$ cat src/rtl/cpu_pkg.sv
// Shared types and constants for the fetch path: PC command encoding,
// word/address widths, fetch FSM states and the fetch queue entry layout.
package cpu_pkg;

  localparam int WORD_W = 16;
  localparam int ADDR_W = 16;

  // {PC_load, PC_inc}
  localparam logic [1:0] PC_CLR  = 2'b00;
  localparam logic [1:0] PC_LD   = 2'b10;
  localparam logic [1:0] PC_INC  = 2'b01;
  localparam logic [1:0] PC_HOLD = 2'b11;

  typedef enum logic [2:0] {
    CLEAR,
    WAIT,
    CAPTURE,
    STEP,
    IDLE,
    REDIR
  } fetch_state_t;

  typedef struct packed {
    logic [WORD_W-1:0] data;
    logic [ADDR_W-1:0] addr;
  } fetch_entry_t;

endpackage

$ cat src/rtl/fetch_queue.sv
// Two-entry FIFO of fetched instructions tagged with their address.
// Flush wins over push and pop; a push on a full queue is accepted only
// when a pop frees the head in the same cycle.
module fetch_queue
  import cpu_pkg::*;
(
  input  logic              clk,
  input  logic              rst,
  input  logic              push,
  input  logic              pop,
  input  logic              flush,
  input  logic [WORD_W-1:0] push_data,
  input  logic [ADDR_W-1:0] push_addr,
  output logic [1:0]        count,
  output logic              head_valid,
  output logic [WORD_W-1:0] head_data,
  output logic [ADDR_W-1:0] head_addr
);

  fetch_entry_t mem_q [2];
  fetch_entry_t mem_d [2];
  logic         wr_q, wr_d;
  logic         rd_q, rd_d;
  logic [1:0]   cnt_q, cnt_d;
  logic         do_push, do_pop;

  assign do_pop  = pop & (cnt_q != 2'd0);
  assign do_push = push & ((cnt_q != 2'd2) | do_pop);

  // Pointer, count and storage update; flush simply rewinds the pointers.
  always_comb begin
    mem_d = mem_q;
    wr_d  = wr_q;
    rd_d  = rd_q;
    cnt_d = cnt_q;
    if (flush) begin
      wr_d  = 1'b0;
      rd_d  = 1'b0;
      cnt_d = 2'd0;
    end else begin
      if (do_push) begin
        mem_d[wr_q] = '{data: push_data, addr: push_addr};
        wr_d        = ~wr_q;
      end
      if (do_pop) begin
        rd_d = ~rd_q;
      end
      cnt_d = cnt_q + {1'b0, do_push} - {1'b0, do_pop};
    end
  end

  // Queue state register.
  always_ff @(posedge clk or posedge rst) begin
    if (rst) begin
      mem_q <= '{default: '0};
      wr_q  <= 1'b0;
      rd_q  <= 1'b0;
      cnt_q <= 2'd0;
    end else begin
      mem_q <= mem_d;
      wr_q  <= wr_d;
      rd_q  <= rd_d;
      cnt_q <= cnt_d;
    end
  end

  assign count      = cnt_q;
  assign head_valid = (cnt_q != 2'd0);
  assign head_data  = mem_q[rd_q].data;
  assign head_addr  = mem_q[rd_q].addr;

endmodule

$ cat src/rtl/fetch_ctrl.sv
// Instruction-fetch sequencer: commands the PC, waits out PC and ROM
// latency, queues {instruction, address} pairs for decode and applies
// branch redirects from execute.
//
// state   | meaning
// --------+-------------------------------------------------------------
// CLEAR   | drive PC clear (00) for one cycle after reset
// WAIT    | hold PC, count down PC+ROM latency
// CAPTURE | hold PC, push ROM word and PC into queue once there is room
// STEP    | increment PC for one cycle
// IDLE    | fetching disabled, PC held
// REDIR   | load PC with the registered branch target for one cycle
module fetch_ctrl
  import cpu_pkg::*;
#(
  parameter int PC_LAT  = 2,
  parameter int ROM_LAT = 1,
  parameter int DEPTH   = 2
) (
  input  logic              clk,
  input  logic              rst,
  input  logic              Fetch_en,
  output logic              PC_load,
  output logic              PC_inc,
  output logic [ADDR_W-1:0] Ins_addr,
  input  logic [ADDR_W-1:0] PC_addr,
  input  logic [WORD_W-1:0] ROM_data,
  input  logic              Br_taken,
  input  logic [ADDR_W-1:0] Br_target,
  output logic              Ins_valid,
  input  logic              Ins_ready,
  output logic [WORD_W-1:0] Ins_data,
  output logic [ADDR_W-1:0] Ins_pc
);

  // WAIT is entered with this value and exits after the cycle it reads 0,
  // so it lasts PC_LAT+ROM_LAT cycles.
  localparam logic [3:0] WAIT_LOAD = 4'(PC_LAT + ROM_LAT - 1);

  fetch_state_t      state_q, state_d;
  logic [3:0]        cnt_q, cnt_d;
  logic [ADDR_W-1:0] ins_addr_q, ins_addr_d;
  logic [1:0]        pc_cmd;
  logic [1:0]        q_count;
  logic              q_full;
  logic              push, pop;

  assign q_full = (q_count == 2'(DEPTH));
  // Decode's handshake on a redirect cycle is void; the flush takes it.
  assign pop    = Ins_valid & Ins_ready & ~Br_taken;

  // Next-state, wait counter, PC command and push decision; a redirect
  // overrides whatever the current state would have done.
  always_comb begin
    state_d    = state_q;
    cnt_d      = cnt_q;
    ins_addr_d = ins_addr_q;
    pc_cmd     = PC_HOLD;
    push       = 1'b0;
    case (state_q)
      CLEAR: begin
        pc_cmd  = PC_CLR;
        state_d = WAIT;
        cnt_d   = WAIT_LOAD;
      end
      WAIT: begin
        if (cnt_q == 4'd0) state_d = CAPTURE;
        else               cnt_d   = cnt_q - 4'd1;
      end
      CAPTURE: begin
        if (!q_full || pop) begin
          push    = 1'b1;
          state_d = Fetch_en ? STEP : IDLE;
        end
      end
      STEP: begin
        pc_cmd  = PC_INC;
        state_d = WAIT;
        cnt_d   = WAIT_LOAD;
      end
      IDLE: begin
        if (Fetch_en) state_d = STEP;
      end
      REDIR: begin
        pc_cmd  = PC_LD;
        state_d = WAIT;
        cnt_d   = WAIT_LOAD;
      end
      default: state_d = CLEAR;
    endcase
    if (Br_taken) begin
      state_d    = REDIR;
      ins_addr_d = Br_target;
      push       = 1'b0;
    end
  end

  // FSM, wait counter and load-target registers.
  always_ff @(posedge clk or posedge rst) begin
    if (rst) begin
      state_q    <= CLEAR;
      cnt_q      <= 4'd0;
      ins_addr_q <= '0;
    end else begin
      state_q    <= state_d;
      cnt_q      <= cnt_d;
      ins_addr_q <= ins_addr_d;
    end
  end

  assign {PC_load, PC_inc} = pc_cmd;
  assign Ins_addr          = ins_addr_q;

  fetch_queue u_queue (
    .clk        (clk),
    .rst        (rst),
    .push       (push),
    .pop        (pop),
    .flush      (Br_taken),
    .push_data  (ROM_data),
    .push_addr  (PC_addr),
    .count      (q_count),
    .head_valid (Ins_valid),
    .head_data  (Ins_data),
    .head_addr  (Ins_pc)
  );

endmodule

$ cat config.mk
export PLATFORM = sky130hd
export DESIGN_NAME = fetch_ctrl
export DESIGN_NICKNAME = d
export VERILOG_FILES = /design/src/rtl/cpu_pkg.sv /design/src/rtl/fetch_queue.sv /design/src/rtl/fetch_ctrl.sv
export SDC_FILE = /design/constraint.sdc
export NUM_CORES = 1
export LEC_CHECK = 0
export CELL_PAD_IN_SITES_DETAIL_PLACEMENT = 1
export CELL_PAD_IN_SITES_GLOBAL_PLACEMENT = 2
export CORE_MARGIN = 4
export CORE_UTILIZATION = 36
export DETAILED_ROUTE_END_ITERATION = 8
export GPL_ROUTABILITY_DRIVEN = 1
export GPL_TIMING_DRIVEN = 0
export HOLD_SLACK_MARGIN = 0.1
export PLACE_DENSITY = 0.95
export SLEW_MARGIN = 20
export SYNTH_ARGS = -nofsm -noshare
export SYNTH_HDL_FRONTEND = slang
export SYNTH_SLANG_ARGS = --single-unit
$ cat constraint.sdc
create_clock -name clk -period 7.9 [get_ports clk]
set_input_delay 1.58 -clock clk [delete_from_list [all_inputs] [get_ports clk]]
set_output_delay 1.58 -clock clk [all_outputs]
set_load 0.05 [all_outputs]
* After elaboration in Yosys (flattened, before gate mapping)
Cells that the tools add are included.
** Word-level totals
- Memory bits (read-only) :: 0
- Output and inout port bits :: 51
- Latch bits :: 0
- Word-level logic and storage cells :: 73
- Memories kept :: 0
- Register bits after elaboration :: 91
- RAM bits :: 0
- Input port bits :: 53
** Cells by class
- Magnitude comparators :: 3
- Shift operators :: 0
- Multiplexer cells :: 23
- Multiply operators :: 0
- Divide/modulo/power cells :: 0
- Eq/ne operators :: 11
- Bitwise logic cells :: 10
- Add/sub/neg operators :: 3
- Reduce and logical (&&, ||, !) cells :: 13
** Operators with widths (count)
- 32-bit two-way mux :: 4
- 64-bit bitwise mux :: 1
- 32-bit demux with 1-bit select :: 1
- 3-bit two-way mux :: 5
- 3-bit case mux with 4 select lines :: 1
- 3-bit inequality test, second input constant :: 3
- 4-bit case mux with 2 select lines :: 1
- 2-bit nonzero test :: 4
- 1-bit two-way mux :: 7
- 3-bit by 2-bit == test with 1-bit output, second input constant :: 2
- 3-bit == test, second input constant :: 2
- 2-bit case mux with 3 select lines :: 1
- 1-bit bitwise AND :: 4
- 2-bit greater-or-equal comparator, second input constant :: 2
- 4-bit zero test :: 1
- 4-bit two-way mux :: 1
- 2-bit inequality test, second input constant :: 2
- 1-bit inverter with 2-bit output :: 2
- 2-bit AND reduction :: 2
- 4-bit by 1-bit subtractor with 4-bit output, second input constant :: 1
- 3-bit by 1-bit == test with 1-bit output, second input constant :: 1
- 3-bit zero test :: 1
- 1-bit inverter :: 3
- 3-bit AND reduction :: 1
- other kinds (10) :: 10

* Logic depth before layout (Yosys ltp)
- Depth in word-level cells :: 11
- Gate-level depth with buffers :: 8
- Depth with buffers taken out :: 8

* By module
A second synthesis with hierarchy kept.
** Unflattened totals
- Cells, all modules :: 286
- Area total of the unflattened synthesis :: 4244.1 µm²
** By module, submodules not included
- fetch_queue :: area each 3116.7 µm², cells each 196, seq. area each 1701.6 µm², times used 1
- fetch_ctrl :: area each 1127.3 µm², cells each 90, seq. area each 575.6 µm², times used 1

* Least setup slack after synthesis
Ideal clock, no wire load.
- Path type :: input port to flip-flop
- Start point :: input port Br_taken
- End point :: register u_queue.mem_q[0] in the netlist's numbering
- Data arrival time :: 2.963 ns
- Data required time :: 7.775 ns
- Buffers on the path :: 3
- Cell stages on the path :: 7
- Slack :: 4.812 ns
- Setup time :: 0.125 ns
- Path through :: buf_2 > nor2b_1 > o21ai_2 > or3b_1 > buf_2 > buf_6 > mux2_4
** Between the ends
- Cells in the longest elaborated chain, start to end :: 8
- Elaborated cells on any way between the ends :: 10
- Those cells by class :: mux (3); bitwise (5); reduce/logical (2)
** RTL lines
- from (decl) :: RTL line fetch_ctrl.sv:28 : input logic Br_taken,
- 1-bit inverter (no line)
- 1-bit bitwise AND :: RTL line fetch_ctrl.sv:50 : assign pop = Ins_valid & Ins_ready & ~Br_taken;
- 1-bit logical OR :: RTL line fetch_ctrl.sv:71 : if (!q_full || pop) begin
- 1-bit two-way mux :: RTL line fetch_ctrl.sv:71
- 1-bit two-way mux :: RTL line fetch_ctrl.sv:60 : case (state_q)
- 1-bit two-way mux :: RTL line fetch_ctrl.sv:91 : if (Br_taken) begin
- 1-bit bitwise AND :: RTL line fetch_queue.sv:28 : assign do_push = push & ((cnt_q != 2'd2) | do_pop);
- 2-bit AND reduction (no line) *
- to (signal assigned) :: RTL line fetch_queue.sv:60 : mem_q <= mem_d;
- to (decl) :: RTL line fetch_queue.sv:20 : fetch_entry_t mem_q [2];
Every way passes the cells marked *; elsewhere a longest branch is shown, timed or not.
A chain may end at the register's enable or synchronous reset.

* Final worst setup path
- Start point :: register u_queue.rd_q
- End point :: output port Ins_pc[1]
** Between the ends
- Cells in the longest elaborated chain, start to end :: 4
** RTL lines
- from (decl) :: RTL line fetch_queue.sv:23 : logic rd_q, rd_d;
- from (signal assigned) :: RTL line fetch_queue.sv:62 : rd_q <= rd_d;
- 1-bit inverter with 2-bit output (not written as such) :: RTL line fetch_queue.sv:70 : assign head_addr = mem_q[rd_q].addr;
- 32-bit two-way mux (3 in series)
- to (decl) :: RTL line fetch_ctrl.sv:33 : output logic [ADDR_W-1:0] Ins_pc
Every way passes these cells. The select of a mux whose other input is x is not followed.

==> key figures <==
Global routing
  – First-pass GRT wire length: 16,100 µm
  – Vias in the first global route: 3,144
  – GRT Overall Usage: 0.154
  – Total congestion overflow: 0
  – Initial antenna violation count: 0
  – Largest net degree at the start of global routing: 62

Pwr
  – Leakage: 2.71 nW
  – Peak VDD IR: 0.116 mV
  – Total power: 1.45 mW
  – PwrDens: 254 nW/µm²

Routing
  – Routed len/inst: 17.5 µm
  – Antenna-violating nets left: 0
  – DRT Pass-1 Iters: 4
  – Vias: 2,654
  – Final Routed Wirelength: 9530 µm
  – DRC Markers: 0
  – Initial drt markers: 91
  – Vias per inst: 4.87

Setup path
  – R2R depth: 6
  – R2R setup slack: 5800 ps
  – Worst setup SP type: flop
  – Reg2reg start: state_q[2]
  – CP Class: flop to output pin
  – R2R Path End: u_queue.mem_q[48]
  – CP Capture Type: output pin
  – Worst Path Required: 6320 ps
  – Data arrival, critical path: 2640 ps
  – Crit path max fanout: 10

Synth
  – Syn_area_per_cell: 14.7 µm²
  – Post-synth cell types: 34
  – Post-Synth Simple-Gate Area: 0.0436
  – Main combinational cell family by area after synthesis: multiplexers
  – Top cell type's share of synthesized area: 0.547
  – Async SR Flop Fraction: 1.00
  – Xor/xnor cell area share of the yosys netlist: 0.0126
  – Post-synthesis net count: 339
  – Post-synth top cells: dfrtp_1, mux2_2, mux2_4, nor2_1
  – Count leader, synth: dfrtp_1
  – Register bit total from synthesis: 91
  – Synth Area in Compound Gates: 0.0270
  – Synthesis warning total: 0
  – Top post-synthesis cells by area: dfrtp_1, mux2_2, mux2_4, buf_6, nor2_1
  – Post-Syn Area: 4170 µm²
  – Multiplexer share of the synthesized area: 0.332
  – Number of flops mapped to enable cells by yosys: 0
  – Post-synth top area cell: dfrtp_1
  – Most used DFF post-synth: dfrtp_1
  – Synth Instances: 283
  – Register area share after synthesis: 0.547
  – Post-synthesis adder-cell area fraction: 0.00901

Placement
  – Place WS: 3950 ps
  – Post-DP HPWL: 6850 µm
  – IO buf count: 102
  – Placed insts: 529
  – Gpl congestion: 0.747

Clock tree
  – CTS Sinks: 91
  – Post-CTS Setup Inserts: 0
  – CTS Buffer Depth: 2
  – CTS Buf Count: 9
  – CTS tree: done
  – Root buffer cell: clkbuf_16
  – Clock Latency Late Sink: 340 ps
  – Resize count post-CTS: 0
  – Worst-path clk slew: 60 ps
  – CTS H-tree depth: 3
  – Cts hold-fix bufs: 0

STA
  – Clk_skew: 6.03 ps
  – Fmax: 237 MHz
  – Worst-Margin Slew: 708 ps
  – Final setup margin: 3680 ps
  – RSZ-0062 raised after global routing: no
  – Post-layout min period: 4220 ps
  – Setup violators final: 0
  – Final Cycle Share: 0.534
  – Max-slew violations: 0
  – Relative slew slack: 0.528
  – Final Hold Vio Count: 0
  – Total negative slack: 0 ps

Layout
  – ANT cells: 0
  – FILL cells: 1,124
  – Finished Layout Cells: 545
  – Final nets: 453
  – Post-layout util: 0.504
  – P&R area growth vs syn: 37.5%
  – Share of layout cells above drive strength 1: 0.348

Run
  – MaxCap Viol Count: 0

Outcome
  – Status: complete, no violations

Floorplan
  – Core ar.: 11,400 µm²
  – Starting Density: 0.366
  – Height of the die: 116 µm
  – Die X: 116 µm
  – Row cnt: 39
  – DIE AREA: 13,400 µm²
  – I/O pin total: 104

Worst hold path
  – Hold Crit Endpoint: u_queue.mem_q[57]
  – Hold path depth: 1
  – Worst Hold Class: flop to flop
  – Hold Crit Start: u_queue.mem_q[57]
-- layer usage --
metal  GRT usage  part of all wire
met1       0.184              0.42
met2       0.271              0.53
met3      0.0376             0.038
met4      0.0532             0.015
met5           0                 0
-- worst max-delay path, cell delays in order (launching register included) --
cell	delay (ps)
dfrtp_1	320
clkbuf_1	270
clkbuf_1	590
mux2_2	410
clkdlybuf4s50_1	720
-- cells by family (layout without fill, tap and decap cells) --
family          Yosys count  after routing
xor+xnor                  6              6
flops                    91             91
fa+ha+maj                 3              3
mux                     113            113
compound gates           15             15
buf+inv                  22            141
simple gates             33             33
-- final cells by class --
class | instances | area (µm²) | share of cell area
clock inverter | 3 | 68.8 | 0.0120
sequential | 91 | 2280 | 0.398
inverter | 5 | 23.8 | 0.00415
multi-input combinational | 170 | 1770 | 0.309
clock buffer | 13 | 260 | 0.0454
buffer | 17 | 101 | 0.0177
timing repair buffer | 103 | 1050 | 0.183
tap | 143 | 179 | 0.0312
-- registers in the layout (all words and copies together), names as in the netlist --
name / cells
u_queue.mem_q: 64
Ins_addr: 16
cnt_q: 4
state_q: 3
u_queue.count: 2
u_queue.rd_q: 1
u_queue.wr_q: 1
-- report_power, final --
group | total (mW) | internal (mW) | leakage, nW | switching, mW
Sequential | 0.545 | 0.518 | 1.21 | 0.0268
Clock | 0.471 | 0.296 | 0.160 | 0.175
Combinational | 0.437 | 0.180 | 1.33 | 0.257
Total | 1.45 | 0.994 | 2.71 | 0.458
-- how the worst max path moves through the flow --
| stage | startpoint | to | slack (ps) | cells after the start |
|---|---|---|---|---|
| after detailed placement | u_queue.rd_q | Ins_pc[1] | 3950 | 4 |
| after global routing | u_queue.rd_q | Ins_pc[9] | 3520 | 4 |
| after CTS | u_queue.rd_q | Ins_pc[1] | 3580 | 4 |
| after floorplan | rst | Ins_addr[0] | 3960 | 1 |
| after global placement | rst | u_queue.mem_q[49] | 2460 | 2 |
| final | u_queue.rd_q | Ins_pc[1] | 3680 | 4 |
-- metrics by stage --
stage | cell area (µm²) | hold slack (ps)
floorplan | 4170 | 454
global placement | 5370 | 464
detailed placement | 5400 | 472
CTS | 5730 | 489
global route | 5730 | 504
finish | 5730 | 483
-- placed cells by master, fill, tap and decap left out, types with 3 or more instances in the layout --
cell type	instances
clkdlybuf4s50_1	102
dfrtp_1	91
mux2_2	79
mux2_4	30
nor2_1	11
clkbuf_16	9
clkbuf_1	8
buf_2	6
nand2b_1	5
nor2b_1	4
buf_6	4
nor3_1	4
a21o_1	4
inv_1	4
xor2_1	3
nand2_1	3
mux2_1	3
xnor2_1	3
ha_1	3
(Power assumes the default switching activity.)
